==> src/rtl/esc_pkg.sv <==
// Shared constants and pulse-width helper for the multi-channel ESC driver.
// Widths are in clock cycles.
package esc_pkg;

   localparam int ESC_MIN_PULSE = 6250;
   localparam int ESC_SCALE     = 3;
   localparam int ESC_MAX_PULSE = 12000;

   // Full 32-bit arithmetic so the sum can never wrap before the clamp.
   function automatic int esc_width(
      input int spd,
      input int min_p,
      input int scale,
      input int max_p
   );
      int raw;
      raw = min_p + scale * spd;
      return (raw > max_p) ? max_p : raw;
   endfunction

endpackage

==> src/rtl/esc_pwm_channel.sv <==
// One ESC output: a load sets PWM high for exactly `width` cycles.
// A load while high restarts the count without a low glitch.
module esc_pwm_channel #(
   parameter int CNT_W = 14
) (
   input  logic             clk,
   input  logic             rst,
   input  logic             load,
   input  logic [CNT_W-1:0] width,
   output logic             pwm
);

   logic [CNT_W-1:0] cnt;

   always_ff @(posedge clk) begin
      if (rst) begin
         cnt <= '0;
         pwm <= 1'b0;
      end else if (load) begin
         cnt <= width - CNT_W'(1);
         pwm <= 1'b1;
      end else if (pwm) begin
         if (cnt == '0) begin
            pwm <= 1'b0;
         end else begin
            cnt <= cnt - CNT_W'(1);
         end
      end
   end

endmodule

==> src/rtl/esc_interface_mc.sv <==
// Multi-channel ESC pulse generator: input pipeline, shadow speeds,
// trigger source (per-write or frame tick), arm gating and status.
module esc_interface_mc
   import esc_pkg::*;
#(
   parameter int NUM_CH       = 4,
   parameter int SPEED_W      = 11,
   parameter int SCALE        = ESC_SCALE,
   parameter int MIN_PULSE    = ESC_MIN_PULSE,
   parameter int MAX_PULSE    = ESC_MAX_PULSE,
   parameter int FRAME_CYCLES = 0,
   parameter int CNT_W        = $clog2(MAX_PULSE + 1)
) (
   input  logic                      clk,
   input  logic                      rst,
   input  logic                      wrt,
   input  logic [NUM_CH*SPEED_W-1:0] SPEED,
   input  logic                      arm,
   output logic [NUM_CH-1:0]         PWM,
   output logic                      busy,
   output logic                      frame_start
);

   logic                      wrt_q;
   logic [NUM_CH*SPEED_W-1:0] speed_q;
   logic [NUM_CH*SPEED_W-1:0] shadow;
   logic                      trig;

   always_ff @(posedge clk) begin
      if (rst) begin
         wrt_q       <= 1'b0;
         speed_q     <= '0;
         shadow      <= '0;
         frame_start <= 1'b0;
      end else begin
         wrt_q       <= wrt;
         speed_q     <= SPEED;
         frame_start <= trig;
         if (wrt_q) begin
            shadow <= speed_q;
         end
      end
   end

   generate
      if (FRAME_CYCLES == 0) begin : g_legacy
         assign trig = wrt_q;
      end else begin : g_auto
         localparam int FC_W = (FRAME_CYCLES > 1) ? $clog2(FRAME_CYCLES) : 1;
         logic [FC_W-1:0] frame_cnt;

         // Cleared by reset so the first tick lands on the first free edge.
         always_ff @(posedge clk) begin
            if (rst) begin
               frame_cnt <= '0;
            end else if (frame_cnt == FC_W'(FRAME_CYCLES - 1)) begin
               frame_cnt <= '0;
            end else begin
               frame_cnt <= frame_cnt + FC_W'(1);
            end
         end

         assign trig = (frame_cnt == '0);
      end
   endgenerate

   for (genvar i = 0; i < NUM_CH; i++) begin : g_ch
      logic [SPEED_W-1:0] eff;
      logic [CNT_W-1:0]   width;

      // A write landing on the trigger edge bypasses the shadow copy.
      assign eff = wrt_q ? speed_q[i*SPEED_W +: SPEED_W]
                         : shadow[i*SPEED_W +: SPEED_W];

      assign width = arm
         ? CNT_W'(esc_width(32'(eff), MIN_PULSE, SCALE, MAX_PULSE))
         : CNT_W'(MIN_PULSE);

      esc_pwm_channel #(
         .CNT_W(CNT_W)
      ) u_ch (
         .clk  (clk),
         .rst  (rst),
         .load (trig),
         .width(width),
         .pwm  (PWM[i])
      );
   end

   assign busy = |PWM;

endmodule
==> config.mk <==
export PLATFORM = sky130hd
export DESIGN_NAME = esc_interface_mc
export DESIGN_NICKNAME = d
export VERILOG_FILES = /design/src/rtl/esc_pkg.sv /design/src/rtl/esc_pwm_channel.sv /design/src/rtl/esc_interface_mc.sv
export SDC_FILE = /design/constraint.sdc
export NUM_CORES = 1
export LEC_CHECK = 0
export BUFFER_PORTS_ARGS = -buffer_cell sky130_fd_sc_hd__buf_2
export CORE_MARGIN = 3
export CORE_UTILIZATION = 60
export CTS_CLUSTER_DIAMETER = 30
export DETAILED_ROUTE_END_ITERATION = 10
export PLACE_DENSITY = 0.75
export SYNTH_ARGS = -nofsm -noshare
export SYNTH_HDL_FRONTEND = slang
export SYNTH_HIERARCHICAL = 1
export SYNTH_SLANG_ARGS = --single-unit
==> constraint.sdc <==
create_clock -name clk -period 15.7 [get_ports clk]
set_clock_uncertainty 0.2 [all_clocks]
set_input_delay 3.14 -clock clk [delete_from_list [all_inputs] [get_ports clk]]
set_output_delay 3.14 -clock clk [all_outputs]
set_load 0.03 [all_outputs]
# After elaboration in Yosys (flattened, before gate mapping)
# Index checks and enable logic that the tools add are counted.
# totals
register_bits	150
output_inout_bits	6
inputBits	48
elab_cells	85
# op_classes
n_lt_le_gt_ge	4
add_sub_neg	12
eq_ne	4
n_reduce_logical	13
muxes	36
n_mul	4
# ops
op	count
2-to-1 mux 14 bit	20
subtractor 14 x 1 -> 14 bit (second input constant)	8
adder 13 x 13 -> 14 bit (first input constant)	4
> comparator 14 bit (second input constant)	4
logical NOT 14 bit	4
multiplier 2 x 11 -> 13 bit (first input constant)	4
2-to-1 mux 11 bit	4
2-to-1 mux 1 bit	12
inequality test 2 bit (second input constant)	4
AND reduction 2 bit	4
nonzero test 2 bit	4
OR reduction 4 bit	1

# Logic depth before layout (Yosys ltp)
# Gate-level depths: netlist of run 1.
# depth
ltp_word	8
ltp_mapped	24
ltp_nobuf	20

# Modules after synthesis
# The synthesis of run 1 kept the hierarchy.
# by_module_without_submodules
module	n_inst	cells_per_inst	seq_area_each_um2	area_each_um2
esc_interface_mc	1	720	1801.7	6329.8
esc_pwm_channel	4	159	300.3	1201.2

# Worst setup path after synthesis of run 1
# Ideal clock, no wire load.
# synth_timing
path_kind	register to register
start	register wrt_q (netlist: trig)
end	register g_ch[1].u_ch.cnt[13]
setup_ns	0.074
path_buffers	3
path_slack_ns	8.759
t_arrival_ns	6.666
period_less_slack_ns	6.941
required_time_ns	15.426
stages_incl_launch_ff	22
cell_sequence	dfxtp_1 > buf_2 > buf_1 > clkbuf_1 > mux2i_1 > inv_1 > ha_1 > ha_1 > inv_1 > fa_1 > nor2b_1 > o31ai_1 > a21oi_1 > or4_1 > mux2i_2 > a31oi_1 > o211a_1 > or4b_1 > a222oi_1 > nand3_2 > or3_1 > a31oi_1
# synth_between
elab_chain_cells	8
elab_cells_between_ends	11
cone_classes	2 x add/sub; 1 x mul; 1 x order compare; 1 x eq/ne; 4 x mux; 2 x reduce/logical
# synth_rtl
element	line	source
start: declaration	esc_interface_mc.sv:24	logic wrt_q;
start signal: assignment	esc_interface_mc.sv:36	wrt_q <= wrt;
2-to-1 mux 11 bit *	esc_interface_mc.sv:72	assign eff = wrt_q ? speed_q[i*SPEED_W +: SPEED_W]
multiplier 2 x 11 -> 13 bit *	esc_pkg.sv:17	raw = min_p + scale * spd;
adder 13 x 13 -> 14 bit *	esc_pkg.sv:17	
> comparator 14 bit	esc_pkg.sv:18	return (raw > max_p) ? max_p : raw;
2-to-1 mux 14 bit *	esc_pkg.sv:18	
2-to-1 mux 14 bit *	esc_interface_mc.sv:76	? CNT_W'(esc_width(32'(eff), MIN_PULSE, SCALE, MAX_PULSE))
via g_ch[1].width[2]	esc_interface_mc.sv:69	logic [CNT_W-1:0] width;
subtractor 14 x 1 -> 14 bit *	esc_pwm_channel.sv:20	cnt <= width - CNT_W'(1);
2-to-1 mux 14 bit *	esc_pwm_channel.sv:19	end else if (load) begin
end signal: assignment	esc_pwm_channel.sv:20	
end signal: assignment	esc_pwm_channel.sv:26	cnt <= cnt - CNT_W'(1);
end: declaration	esc_pwm_channel.sv:13	logic [CNT_W-1:0] cnt;
# The timed path passes the listed nets; every way through them passes the cells marked *.
# A chain may end at the register's enable or synchronous reset.

# Worst setup path after layout of run 1
# layout_timing
start	register wrt_q (netlist: trig)
end	register g_ch[1].u_ch.cnt[9]
# Same word-level chain as after synthesis.

==> impl_results.md, run 1 <==
* Via count at 10095
* Ys Warns at 6
* DRT antenna net count at 0
* Final Hold Fails at 0
* Synth Register Bits at 150
* Hold Path Class: flip-flop to flip-flop
* Post-synth net total at 1496
* Yosys cell types at 81
* Fmax at 0.127 GHz
* IO buf count at 53
* Status: finished clean
* Ant diodes at 0
* Layout net count at 1521
* Root buffer cell: clkbuf_16
* Leakage power at 0.00517 uW
* RSZ-0062 raised after global routing: no
* Die H at 142 um
* Setup violations, final at 0
* CP Max Fanout at 69
* DR vias/cell at 6.22
* DR WL/cell at 15.5 um
* Number of global-route vias before repair at 9312
* Rel. slew slack at 33.9%
* CP Launch Type: flip-flop
* Ys flop type: dfxtp_1
* CP peak stage delay at 0.94 ns
* # clock sinks at 150
* Pwr/cell area at 104 nW/um2
* Pwr Total at 1260 uW
* Synth top area cells: dfxtp_1 27%, ha_1 9.9%, mux2i_1 6.1%, nor2_1 4.3%, nor2b_1 3.3%
* Sequential area share after synthesis at 27.0%
* Gpl congestion at 0.890
* Die width at 142 um
* Leading area contributor after synthesis: dfxtp_1
* Post-route cell area at 12200 um2
* Core area at 18100 um2
* Slowest cell on the critical path: dfxtp_4
* Top delay family on crit path: compound AO/OA/AOI/OAI gates
* Initial Utilization at 61.6%
* Reg2reg start: trig
* Min-delay src: g_ch[3].u_ch/cnt[0]
* Initial DRC Count at 817
* Share of layout cells above drive strength 1 at 9.54%
* Overall routed net length at 25100 um
* Number of flops mapped to enable cells by yosys at 0
* Multi-input logic area at 7560 um2
* CTS hold repair buffers at 0
* Maximum clock path buffer count at 2
* Total CTS buffers at 17
* TritonCTS clock tree: yes
* Post-Syn Area at 11100 um2
* TNS Setup at 0 ns
* Clk Latency, worst-skew pair at 0.44 ns
* Mean Syn Cell Area at 8.21 um2
* CP Capture Type: flip-flop
* Maximum vdd drop at 0.104 mV
* Detailed Routing Iterations Pass 1 at 5
* I/O pins at 54
* Largest net degree at the start of global routing at 78
* CP bufs+invs at 4
* Row count at 49
* Fin crit share at 50.0%
* Dpl hpwl at 17800 um
* Top-area cell type share of the netlist area at 27.0%
* Pin slew with the least headroom to its limit at 0.991 ns
* Clock Pin Slew Worst Setup and Hold Paths at 0.07 ns
* Total grt overflow at 0
* Postcts setup bufs at 0
* Fin crit period at 7.84 ns
* Pins Over Slew Limit at 0
* Wire length of the first global-routing pass at 42800 um
* Core Util, Final at 67.2%
* Area after DPL at 11500 um2
* Critical path, cell by cell: buf_4 > buf_4 > mux2i_1 > inv_1 > ha_1 > inv_1 > ha_1 > nand3_1 > o21bai_1 > a21oi_1 > or4_1 > mux2i_2 > a31oi_1 > o211a_1 > or4b_1 > a222oi_1 > and2_1 > o21ai_0 > a32oi_1 > a21oi_1
* Area of the die at 20200 um2
* Initial antenna violation count at 1
* Cells after Synth at 1356
* Storage element area at 3010 um2
* Remaining DRCs at 0
* Post-Place Worst Slack at 8.01 ns
* Worst setup margin at 7.86 ns
* Req. time, crit path at 15.79 ns
* Crit path launch: trig
* Total Routing Usage GR at 25.1%
* Arrival @ worst endpoint at 7.94 ns
* Area Growth Syn to Fin at 9.12%
* CP Class: flip-flop to flip-flop
* Max Cap Violations at 0
* # fillers at 1492
* Post-cts resize count at 0
* Asr flop ratio synth at 0%
* CTS H-tree depth at 4
## synthesized netlist by cell type, drive strengths merged (10+ instances only)
cell type  instances
o31ai             16
o211ai            27
nor2b             59
nand2             79
or3               23
a21oi             59
inv               86
nor3              33
ha                88
dfxtp            150
nor2             129
xor2              20
a21o              13
nor4              12
nand2b            10
nand3b            14
nor3b             11
o311ai            10
mux2i             69
clkbuf            44
buf               12
o21a              19
xnor2             17
o21ai             69
a31oi             30
and2              15
a211oi            22
o31a              10
nand3             18
or4               36
nand4             10
## cell families after synthesis
family	after synthesis	share of synthesized area, %
buf+inv	142	5.14
flops	150	27.0
mux	78	7.18
fa+ha+maj	92	10.6
simple gates	496	24.7
compound gates	361	22.5
xor+xnor	37	2.91
## registers in the layout, indices dropped and copies added (netlist names)
register / cells
frame_start: 1
g_ch.u_ch/pwm: 4
trig: 1
g_ch.u_ch/cnt: 56
speed_q: 44
shadow: 44
## routing by layer
layer / vias up / GRT usage [%] / wire length [um]
met3: 40 / 5.21 / 1100
met1: 4715 / 32.4 / 11600
li1: 5107 / - / -
met4: 2 / 7.93 / 454
met5: - / 0 / 20
met2: 231 / 42.1 / 11900
## worst reg2reg max path, delay by kind of cell (launching register included)
family	cells	cell delay, ns
AO/OA/AOI/OAI	8	1.99
AND/OR/NAND/NOR	4	1.58
buffers and inverters	4	1.54
flip-flops	1	0.94
multiplexers	2	0.76
adder cells (fa/ha/maj)	2	0.68
## where the power goes
group	internal, uW	switching (uW)
sequential	412	35.5
clock	270	178
combinational	150	213
## final timing paths
check | endpoint | slack, ns | cells after the start
max | g_ch[1].u_ch/cnt[9] | 7.86 | 20
min reg2reg | g_ch[3].u_ch/cnt[0] | 0.28 | 2
min | g_ch[3].u_ch/cnt[0] | 0.28 | 2
max reg2reg | g_ch[1].u_ch/cnt[9] | 7.86 | 20
## cell type report
| type | count | share of cell area [%] |
|---|---|---|
| clock buffers | 17 | 3.50 |
| inverters | 86 | 2.66 |
| repair buffers | 62 | 2.76 |
| multi-input cells | 1064 | 62.2 |
| flip-flops and latches | 150 | 24.7 |
| well taps | 229 | 2.36 |
| clock inverters | 15 | 1.76 |
## cells in the final DEF, fill, tap and decap left out, drive strengths merged, types with 8 or more instances in the layout
master   count
nor4        12
nand3b      14
mux2         9
a21o        13
o311ai      10
or3b         8
o32ai        9
and2        15
nand2       79
o31ai       16
xnor2       17
clkbuf      17
or4         36
o21ai       69
o31a        10
xor2        20
nor3b       11
inv         92
o2111ai      8
nor2b       59
dfxtp      150
a31oi       30
o22ai        9
a21oi       59
ha          88
o21a        19
nand4       10
nor3        33
buf         62
o211ai      27
a211oi      22
or4b         8
or3         23
nor2       129
mux2i       69
nand3       18
nand2b      10
## through the flow
step	hold WS [ns]	instances
6_report	0.280	1623
4_1_cts	0.282	1623
3_5_place_dp	0.274	1591
3_3_place_gp	0.266	1591
2_1_floorplan	0.252	1356
5_1_grt	0.301	1623
No activity file was read; power rests on OpenSTA's default activity.
==> run 2, diff against run 1 <==
==> constraint.sdc (replaced) <==
create_clock -name clk -period 7.91 [get_ports clk]
set_clock_uncertainty 0.2 [all_clocks]
set_input_delay 1.582 -clock clk [delete_from_list [all_inputs] [get_ports clk]]
set_output_delay 1.582 -clock clk [all_outputs]
set_load 0.03 [all_outputs]
==> impl_results.md, run 2 (synthesized netlist as in run 1, its figures left out) <==
* Status: finished clean
* Biggest register: g_ch.u_ch/cnt
* Die H at 142 um
* Initial Utilization at 61.6%
* TNS Setup at 0 ns
* Arrival @ worst endpoint at 7.07 ns
* Hold Path Class: flip-flop to flip-flop
* TritonCTS clock tree: yes
* Dpl hpwl at 17800 um
* IO buf count at 53
* Top flop regs: g_ch.u_ch/cnt: 56 flops, shadow: 44 flops, speed_q: 44 flops
* Initial DRC Count at 763
* Area Growth Syn to Fin at 8.51%
* Clk Latency, worst-skew pair at 0.43 ns
* Die width at 142 um
* Maximum vdd drop at 0.168 mV
* Fin crit share at 88.5%
* Commonest cells after routing, fill and taps aside: 149 x dfxtp_1, 129 x nor2_1, 88 x ha_1, 86 x inv_1, 79 x nand2_1
* Worst r2r path cells at 20
* Share of layout cells above drive strength 1 at 9.41%
* Clock Pin Slew Worst Setup and Hold Paths at 0.07 ns
* Maximum clock path buffer count at 2
* Rel. slew slack at 21.8%
* Initial antenna violation count at 0
* Setup violations, final at 0
* Postcts setup bufs at 0
* Detailed Routing Iterations Pass 1 at 8
* RSZ-0062 raised after global routing: no
* CP Max Fanout at 127
* Pins Over Slew Limit at 0
* Fmax at 0.143 GHz
* Final Hold Fails at 0
* Pwr Total at 2410 uW
* CTS hold repair buffers at 0
* WHS Path Cells at 2
* Area of the die at 20200 um2
* Post-cts resize count at 0
* CTS H-tree depth at 4
* Via count at 10105
* Req. time, crit path at 7.98 ns
* Pwr/cell area at 199 nW/um2
* Largest net degree at the start of global routing at 128
* DR vias/cell at 6.23
* CP Capture Type: flip-flop
* Overall routed net length at 25400 um
* Remaining DRCs at 0
* Total Routing Usage GR at 25.0%
* Leakage power at 0.00514 uW
* Ant diodes at 0
* Pin slew with the least headroom to its limit at 1.16 ns
* Max reg flops at 56
* Core area at 18100 um2
* CP Launch Type: flip-flop
* Row count at 49
* Gpl congestion at 0.883
* I/O pins at 54
* CP Class: flip-flop to flip-flop
* Total CTS buffers at 17
* Number of global-route vias before repair at 9295
* Fin crit period at 7.00 ns
* Total grt overflow at 0
* R2R Setup Slk at 0.91 ns
* Most common library cell in the layout ignoring fill and taps: dfxtp_1
* # clock sinks at 150
* Wire length of the first global-routing pass at 43000 um
* Max Cap Violations at 0
* DRT antenna net count at 0
* Root buffer cell: clkbuf_16
* Layout net count at 1519
* Core Util, Final at 66.8%
* DR WL/cell at 15.7 um
==> run 2: changes by cell type in the layout (fill, tap and decap cells not counted) <==
cell       before  now
bufinv_16       4    0
inv_8           1    5
buf_4          10    7
clkinv_4        3    0
inv_6           5    7
buf_12          0    1
clkinv_2        1    0
clkinv_8        0    1
inv_4           0    1
o21ai_0        67   66
o21ai_1         2    3
==> run 2: area by class of cell <==
class,count,area (um2)
Timing Repair Buffer,60,333
Fill cell,1523,6000
Multi-Input combinational cell,1064,7560
Clock inverter,15,148
Tap cell,229,287
Inverter,86,323
Sequential cell,150,3010
Clock buffer,17,425
==> run 2: final timing paths <==
path	from	to
hold reg to reg	g_ch[2].u_ch/cnt[0]	g_ch[2].u_ch/cnt[0]
hold / removal	g_ch[2].u_ch/cnt[0]	g_ch[2].u_ch/cnt[0]
setup / recovery	trig	g_ch[3].u_ch/cnt[9]
setup reg to reg	trig	g_ch[3].u_ch/cnt[9]
==> run 2: report_power, final <==
| part | internal [uW] | switching [uW] |
|---|---|---|
| sequential | 818 | 68.4 |
| combinational | 297 | 429 |
| clock | 422 | 373 |
| total | 1540 | 870 |
==> run 2: critical path, cell delays in order (launching register included) <==
cell and delay [ns]:
dfxtp_4 0.78, buf_12 0.51, mux2i_1 0.37, inv_1 0.11, ha_1 0.29, ha_1 0.22
inv_1 0.08, fa_1 0.21, nor2b_1 0.07, o311ai_1 0.41, a221oi_1 0.15, o21ba_2 0.23
or3_1 0.38, a21oi_2 0.38, o31ai_1 0.18, or4b_1 0.64, a222oi_1 0.85, and2_1 0.31
o21ai_0 0.10, a32oi_1 0.22, a21oi_1 0.10
==> run 2: routing by layer <==
metal | global-route usage (%) | up-vias | share of wire [%]
met1 | 33.2 | 4732 | 47
met3 | 3.93 | 41 | 3.8
met5 | 0 | - | 0
met4 | 7.68 | 0 | 1.7
li1 | - | 5098 | -
met2 | 42.0 | 234 | 47
==> run 2: through the flow <==
stage	area [um2]	cells	setup slack, ns	hold WS, ns
2_1_floorplan	11100	1356	0.969	0.252
3_3_place_gp	11500	1589	1.33	0.268
5_1_grt	12100	1621	0.394	0.310
6_report	12100	1621	0.913	0.280
4_1_cts	12100	1621	1.02	0.282
3_5_place_dp	11500	1589	1.10	0.273
